## src/rtl/recip_pkg.sv

```systemverilog
// Shared definitions for the Newton-Raphson reciprocal unit.
// Holds the FSM state encoding, default parameters, the S1.FRAC_W output
// width derivation and a helper for building fixed-point integer constants.
package recip_pkg;

  localparam int unsigned DEF_IN_W     = 8;
  localparam int unsigned DEF_FRAC_W   = 30;
  localparam int unsigned DEF_NR_ITERS = 5;

  localparam int unsigned ST_W = 3;

  localparam logic [ST_W-1:0] ENC_IDLE = 3'd0;
  localparam logic [ST_W-1:0] ENC_NORM = 3'd1;
  localparam logic [ST_W-1:0] ENC_MUL1 = 3'd2;
  localparam logic [ST_W-1:0] ENC_MUL2 = 3'd3;
  localparam logic [ST_W-1:0] ENC_DONE = 3'd4;

  typedef enum logic [ST_W-1:0] {
    IDLE = ENC_IDLE,
    NORM = ENC_NORM,
    MUL1 = ENC_MUL1,
    MUL2 = ENC_MUL2,
    DONE = ENC_DONE
  } state_e;

  // Signed quotient is S1.FRAC_W: sign bit, one integer bit, FRAC_W fraction bits.
  function automatic int unsigned out_width(input int unsigned frac_w);
    return frac_w + 2;
  endfunction

  // Integer value ipart expressed with frac_w fraction bits (ONE = 1<<FRAC_W, TWO = 2<<FRAC_W).
  function automatic logic [63:0] fx_const(input int unsigned ipart, input int unsigned frac_w);
    return 64'(ipart) << frac_w;
  endfunction

endpackage

```

## src/rtl/lead_one_enc.sv

```systemverilog
// Combinational leading-one encoder for an unsigned magnitude.
// Ports:
//   i_mag   in   IN_W  unsigned magnitude
//   o_z     out  ZW    floor(log2(i_mag)); 0 when i_mag is 0
//   o_pow2  out  1     i_mag is an exact non-zero power of two
//   o_zero  out  1     i_mag is zero
module lead_one_enc #(
  parameter  int unsigned IN_W = 8,
  localparam int unsigned ZW   = (IN_W > 1) ? $clog2(IN_W) : 1
) (
  input  logic [IN_W-1:0] i_mag,
  output logic [ZW-1:0]   o_z,
  output logic            o_pow2,
  output logic            o_zero
);

  // Highest set bit wins: later iterations overwrite earlier ones.
  always_comb begin
    o_z = '0;
    for (int unsigned i = 0; i < IN_W; i++) begin
      if (i_mag[i]) begin
        o_z = ZW'(i);
      end
    end
  end

  assign o_zero = (i_mag == '0);
  // A power of two has a single set bit, so clearing the lowest one leaves nothing.
  assign o_pow2 = !o_zero && ((i_mag & (i_mag - IN_W'(1))) == '0);

endmodule

```

## src/rtl/reciprocal_nr_pipe.sv

```systemverilog
// Newton-Raphson reciprocal unit: returns 1/d as a signed S1.FRAC_W value for
// a signed IN_W-bit divisor, with valid/ready handshakes on both sides.
// Ports:
//   i_clk       in   1      clock, rising edge
//   i_rst_n     in   1      asynchronous active-low reset
//   i_valid     in   1      divisor valid
//   o_ready     out  1      unit can accept (transfer on i_valid & o_ready)
//   i_divisor   in   IN_W   signed divisor, captured on accept
//   o_valid     out  1      result valid, held until i_ready
//   i_ready     in   1      consumer accepts the result
//   o_quotient  out  OUT_W  S1.FRAC_W reciprocal
//   o_div_zero  out  1      divisor was zero (qualified by o_valid)
module reciprocal_nr_pipe
  import recip_pkg::*;
#(
  parameter  int unsigned IN_W     = DEF_IN_W,
  parameter  int unsigned FRAC_W   = DEF_FRAC_W,
  parameter  int unsigned NR_ITERS = DEF_NR_ITERS,
  localparam int unsigned OUT_W    = out_width(FRAC_W)
) (
  input  logic             i_clk,
  input  logic             i_rst_n,
  input  logic             i_valid,
  output logic             o_ready,
  input  logic [IN_W-1:0]  i_divisor,
  output logic             o_valid,
  input  logic             i_ready,
  output logic [OUT_W-1:0] o_quotient,
  output logic             o_div_zero
);

  localparam int unsigned XW  = FRAC_W + 1;           // iterate x, U1.FRAC_W
  localparam int unsigned TW  = FRAC_W + 2;           // t = mag*x, U2.FRAC_W
  localparam int unsigned P1W = IN_W + FRAC_W + 1;    // mag*x product
  localparam int unsigned P2W = 2 * FRAC_W + 3;       // (2-t)*x product
  localparam int unsigned ZW  = (IN_W > 1) ? $clog2(IN_W) : 1;
  localparam int unsigned CW  = 4;                    // holds NR_ITERS-1 up to 14

  localparam logic [XW-1:0]    X_ONE    = XW'(fx_const(1, FRAC_W));
  localparam logic [XW-1:0]    X_HALF   = X_ONE >> 1;
  localparam logic [TW-1:0]    T_TWO    = TW'(fx_const(2, FRAC_W));
  localparam logic [OUT_W-1:0] Q_MAX    = {1'b0, {(OUT_W-1){1'b1}}};
  localparam logic [CW-1:0]    LAST_CNT = CW'(NR_ITERS - 1);

  state_e            r_state;
  state_e            w_next_state;

  logic [IN_W-1:0]   r_div;
  logic [IN_W-1:0]   w_mag;
  logic              w_neg;
  logic              w_ready;
  logic              w_accept;

  logic [ZW-1:0]     w_z;
  logic              w_pow2;
  logic              w_zero;

  logic [XW-1:0]     r_x;
  logic [XW-1:0]     w_x_pow2;
  logic [XW-1:0]     w_x_seed;
  logic [XW-1:0]     w_x_next;
  logic [TW-1:0]     r_t;
  logic [TW-1:0]     w_t;
  logic [TW-1:0]     w_two_minus_t;
  logic [CW-1:0]     r_cnt;

  logic              r_valid;
  logic [OUT_W-1:0]  r_quotient;
  logic              r_div_zero;

  // Zero-extend the unsigned iterate and apply the divisor sign.
  function automatic logic [OUT_W-1:0] apply_sign(input logic [XW-1:0] x, input logic neg);
    logic [OUT_W-1:0] ext;
    ext = OUT_W'(x);
    return neg ? (~ext + OUT_W'(1)) : ext;
  endfunction

  // Handshake: a finishing result frees the unit in the same cycle it is taken.
  assign w_ready  = (r_state == IDLE) || ((r_state == DONE) && i_ready);
  assign w_accept = i_valid && w_ready;

  // |d| in IN_W unsigned bits; the most negative divisor maps to 2^(IN_W-1).
  assign w_neg = r_div[IN_W-1];
  assign w_mag = w_neg ? (~r_div + IN_W'(1)) : r_div;

  lead_one_enc #(
    .IN_W (IN_W)
  ) u_lead_one_enc (
    .i_mag  (w_mag),
    .o_z    (w_z),
    .o_pow2 (w_pow2),
    .o_zero (w_zero)
  );

  // Exact result for powers of two, and the below-target seed 2^-(z+1) otherwise.
  assign w_x_pow2 = X_ONE >> w_z;
  assign w_x_seed = X_HALF >> w_z;

  // Iteration datapath: mag*x is exact on the FRAC_W grid, only leading zeros are dropped.
  assign w_t           = TW'(P1W'(w_mag) * P1W'(r_x));
  assign w_two_minus_t = T_TWO - r_t;
  // Truncation keeps every iterate at or below 1/mag.
  assign w_x_next      = XW'((P2W'(w_two_minus_t) * P2W'(r_x)) >> FRAC_W);

  // State register.
  always_ff @(posedge i_clk or negedge i_rst_n) begin
    if (!i_rst_n) begin
      r_state <= IDLE;
    end else begin
      r_state <= w_next_state;
    end
  end

  // Next-state logic.
  always_comb begin
    w_next_state = r_state;
    case (r_state)
      IDLE: begin
        if (w_accept) begin
          w_next_state = NORM;
        end
      end
      NORM: begin
        if (w_zero || w_pow2) begin
          w_next_state = DONE;
        end else begin
          w_next_state = MUL1;
        end
      end
      MUL1: begin
        w_next_state = MUL2;
      end
      MUL2: begin
        if (r_cnt == LAST_CNT) begin
          w_next_state = DONE;
        end else begin
          w_next_state = MUL1;
        end
      end
      DONE: begin
        if (i_ready) begin
          w_next_state = i_valid ? NORM : IDLE;
        end
      end
      default: begin
        w_next_state = IDLE;
      end
    endcase
  end

  // Operand capture and Newton-Raphson iteration registers.
  always_ff @(posedge i_clk or negedge i_rst_n) begin
    if (!i_rst_n) begin
      r_div <= '0;
      r_x   <= '0;
      r_t   <= '0;
      r_cnt <= '0;
    end else begin
      if (w_accept) begin
        r_div <= i_divisor;
      end
      case (r_state)
        NORM: begin
          r_cnt <= '0;
          r_x   <= w_pow2 ? w_x_pow2 : w_x_seed;
        end
        MUL1: begin
          r_t <= w_t;
        end
        MUL2: begin
          r_x   <= w_x_next;
          r_cnt <= r_cnt + CW'(1);
        end
        default: begin
        end
      endcase
    end
  end

  // Result registers: loaded only when entering DONE, so they hold under backpressure.
  always_ff @(posedge i_clk or negedge i_rst_n) begin
    if (!i_rst_n) begin
      r_valid    <= 1'b0;
      r_quotient <= '0;
      r_div_zero <= 1'b0;
    end else begin
      r_valid <= (w_next_state == DONE);
      if ((r_state == NORM) && (w_next_state == DONE)) begin
        if (w_zero) begin
          r_quotient <= Q_MAX;
          r_div_zero <= 1'b1;
        end else begin
          r_quotient <= apply_sign(w_x_pow2, w_neg);
          r_div_zero <= 1'b0;
        end
      end else if ((r_state == MUL2) && (w_next_state == DONE)) begin
        r_quotient <= apply_sign(w_x_next, w_neg);
        r_div_zero <= 1'b0;
      end
    end
  end

  assign o_ready    = w_ready;
  assign o_valid    = r_valid;
  assign o_quotient = r_quotient;
  assign o_div_zero = r_div_zero;

endmodule

```

## config.mk

```make
export PLATFORM = sky130hd
export DESIGN_NAME = reciprocal_nr_pipe
export DESIGN_NICKNAME = d
export VERILOG_FILES = /design/src/rtl/recip_pkg.sv /design/src/rtl/lead_one_enc.sv /design/src/rtl/reciprocal_nr_pipe.sv
export SDC_FILE = /design/constraint.sdc
export NUM_CORES = 2
export LEC_CHECK = 0
export CAP_MARGIN = 20
export CORE_ASPECT_RATIO = 0.6
export CORE_MARGIN = 2
export CORE_UTILIZATION = 69
export CTS_BUF_LIST = sky130_fd_sc_hd__clkbuf_2
export DETAILED_ROUTE_END_ITERATION = 10
export DONT_BUFFER_PORTS = 1
export PLACE_DENSITY_LB_ADDON = 0.08
export SLEW_MARGIN = 25
export SYNTH_ARGS = -nofsm -noshare
export SYNTH_HDL_FRONTEND = slang
export SYNTH_SLANG_ARGS = --single-unit
```

## constraint.sdc

```tcl
create_clock -name i_clk -period 11.8 [get_ports i_clk]
set_input_delay 1.18 -clock i_clk [delete_from_list [all_inputs] [get_ports i_clk]]
set_output_delay 1.18 -clock i_clk [all_outputs]
set_load 0.005 [all_outputs]
```

==> impl_results.md <==
- Outcome: finished clean
- H-tree depth: 3
- Seq/Total Area, Yosys: 6.33%
- Initial antenna violation count: 2
- Highest cell delay on the worst timing path: 0.93 ns
- Hpwl dp: 101 mm
- Setup TNS: 0 ns
- Fmax: 88.7 MHz
- Cell variety after synth: 82
- TritonCTS clock tree: built
- Crit Path Max Fanout: 18
- Worst-Margin Slew: 1.22 ns
- Final instance area: 45500 um^2
- Max Transition Viols Final: 0
- WP data required: 12.44 ns
- WP depth: 26
- Hold Path Class: in2async
- Clk slew on worst S/H paths: 0.34 ns
- First-pass GRT wire length: 207 mm
- Final min period: 11.27 ns
- Final Hold Vio Count: 0
- GRT Total Usage: 41.1%
- Grt ovf: 0
- Worst setup path category: reg2reg
- # setup viols final: 0
- Clock sinks: 112
- Drt pass-1 iters: 6
- RSZ-0062 raised after global routing: no
- Placed Instance Area: 45300 um^2
- Commonest cells in the netlist: 1020 x fa_1, 928 x inv_1, 751 x nand2_1
- WP data arrival: 11.91 ns
- Die width: 331 um
- Share of layout cells above drive strength 1: 4.32%
- Placed Instances: 5593
- Slowest-stage cell, CP: xor2_2
- Area leader, netlist: fa_1
- Final Wtd Congestion: 1.02
- MaxCap Viol Count: 0
- Port Buf Inserts: 0
- Largest net degree at the start of global routing: 83
- Root buffer cell: clkbuf_2
- Post-synthesis area per instance: 8.95 um^2
- DR WL/cell: 23.2 um
- Row count: 71
- Synth warnings: 0
- Max Root-Sink Buffers: 2
- Final #Nets: 6085
- Mapped Area: 44300 um^2
- Starting Density: 70.2%
- Number of enable flip-flop cells after synthesis: 0
- Most common cell in the netlist: fa_1
- Synthesized Nets: 6261
- Die height: 200 um
- Most common cell on crit path: fa_1
- Post-route insts no fill: 5613
- Tcrit/Tclk final: 95.5%
- Most used flip-flop cell after synthesis: dfrtp_1
- Antenna cell count: 0
- Critical path startpoint category: register
- Area growth syn-to-layout: 2.78%
- Cells after Synth: 4945
- Die area: 66300 um^2
- I/O Pins: 47
- CP Capture Type: register
- CP top delay family: adder cells
- Skew-Pair Late Insertion Delay: 0.78 ns
- Worst R2R Path Depth: 26
- Initial drt markers: 3013
- Slew headroom: 18.6%
- Vias in the first global route: 35900
- WP buf/inv: 2
- Skew final: 0.0639 ns
- Remaining DRCs: 0
- Core footprint: 63100 um^2
- Total CTS buffers: 9
- Post-route ant nets: 0
- Area contributors post-synth: fa_1 46%, and2_1 8.3%, ha_1 8.0%
- Wirelength, routed: 130 mm
- Synth top area share: 46.1%
- Async S/R FF share, synth: 100%
- Avg Vias per Cell: 6.10
- Via count: 34300
- FF+latch count, synth: 112
what timing repair did:
| action | CTS | global route |
|---|---|---|
| gates resized for setup | 0 | 2 |
| buffers inserted | 0 | 1 |
| hold endpoints to repair | 82 | 6 |
| endpoints found under the setup margin | 0 | 13 |
| hold buffers | 1 | 2 |
layer usage:
metal	track usage (%)	up-vias	routed length, um
li1	-	14600	-
met1	61.2	17400	53800
met2	59.3	2060	55300
met3	12.0	263	17300
met4	10.9	0	4080
met5	0	-	0
worst register-to-register path, stage by stage (launching register included):
cell	delay [ns]
dfrtp_1	0.58
or4_1	0.62
nor3_1	0.37
nand3_1	0.34
xor2_2	0.93
and2_1	0.27
fa_1	0.44
fa_1	0.56
inv_1	0.06
fa_1	0.50
fa_1	0.52
inv_1	0.05
fa_1	0.55
fa_1	0.44
fa_1	0.54
fa_1	0.43
ha_1	0.43
nand4_1	0.19
nor4_1	0.72
o311a_1	0.42
nor3_2	0.08
xnor2_1	0.26
or4_1	0.56
or3_1	0.56
o21ai_0	0.31
xor2_1	0.34
o21ai_0	0.13
area by class of cell:
| type | instances | area (um^2) |
|---|---|---|
| multi-input cells | 3612 | 37200 |
| fillers | 4913 | 17600 |
| inverters | 928 | 3480 |
| flip-flops and latches | 112 | 2810 |
| well taps | 839 | 1050 |
| repair buffers | 106 | 833 |
| clock inverters | 7 | 71.3 |
| clock buffers | 9 | 45.0 |
per-stage QoR:
step	setup WS (ns)	utilization (%)	hold WS (ns)
after floorplan	2.28	-	0.440
after global placement	0.632	71.7	0.466
after detailed placement	0.466	71.8	0.472
after CTS	0.416	72.0	0.00171
after global routing	0.0886	72.1	0.00729
final	0.531	72.1	0.0775
kinds of logic (layout without fill, tap and decap cells):
group | after synthesis | in the layout | synth area share [%]
AND/OR/NAND/NOR | 1681 | 1681 | 19.0
adder cells (fa/ha/maj) | 1306 | 1306 | 54.2
buffers and inverters | 1221 | 1050 | 10.4
AO/OA/AOI/OAI | 477 | 477 | 7.08
XOR/XNOR | 129 | 129 | 2.55
flip-flops | 112 | 112 | 6.33
multiplexers | 19 | 19 | 0.464
registers in the layout, indices dropped and copies added (netlist names):
name	count
r_cnt	4
r_t	32
o_quotient	32
r_div	8
r_state	3
o_div_zero	1
r_x	31
o_valid	1
path summary, 6_finish.rpt:
check / startpoint / end / slack [ns]
setup / recovery: r_t[11]$_DFFE_PN0P_ / o_quotient[11]$_DFFE_PN0P_ / 0.53
hold / removal: i_rst_n / o_quotient[23]$_DFFE_PN0P_ / 0.08
setup reg to reg: r_t[11]$_DFFE_PN0P_ / o_quotient[11]$_DFFE_PN0P_ / 0.53
hold reg to reg: r_x[9]$_DFFE_PN0P_ / r_x[9]$_DFFE_PN0P_ / 0.53
max in group asynchronous: i_rst_n / r_x[23]$_DFFE_PN0P_ / 10.82
min in group i_clk: i_divisor[2] / r_div[2]$_DFFE_PN0P_ / 0.49
layout by cell type (no fill, tap or decap), types with 8 or more instances in the layout:
| cell type | n |
|---|---|
| fa_1 | 1020 |
| inv_1 | 928 |
| nand2_1 | 751 |
| and2_1 | 588 |
| ha_1 | 284 |
| o21ai_0 | 132 |
| a21oi_1 | 110 |
| nor2_1 | 109 |
| dfrtp_1 | 105 |
| buf_4 | 102 |
| xnor2_1 | 50 |
| xor2_1 | 44 |
| nor2b_1 | 41 |
| a21o_1 | 39 |
| nor3_1 | 35 |
| nand3_1 | 28 |
| a211oi_1 | 26 |
| nand4_1 | 24 |
| xnor2_2 | 22 |
| nand2b_1 | 19 |
| nor4_1 | 17 |
| o21a_1 | 16 |
| a22o_1 | 16 |
| a31oi_1 | 15 |
| o31ai_1 | 13 |
| and3_1 | 12 |
| mux2_2 | 12 |
| o211ai_1 | 11 |
| a211o_1 | 11 |
| or3_1 | 10 |
| or2_2 | 9 |
| xor2_2 | 9 |
| o21bai_1 | 9 |
| clkbuf_2 | 9 |
| and4_1 | 8 |
Power is left out: the tool's default activity adds up to more than one toggle a clock period on the data nets, which glitch-free logic cannot reach.
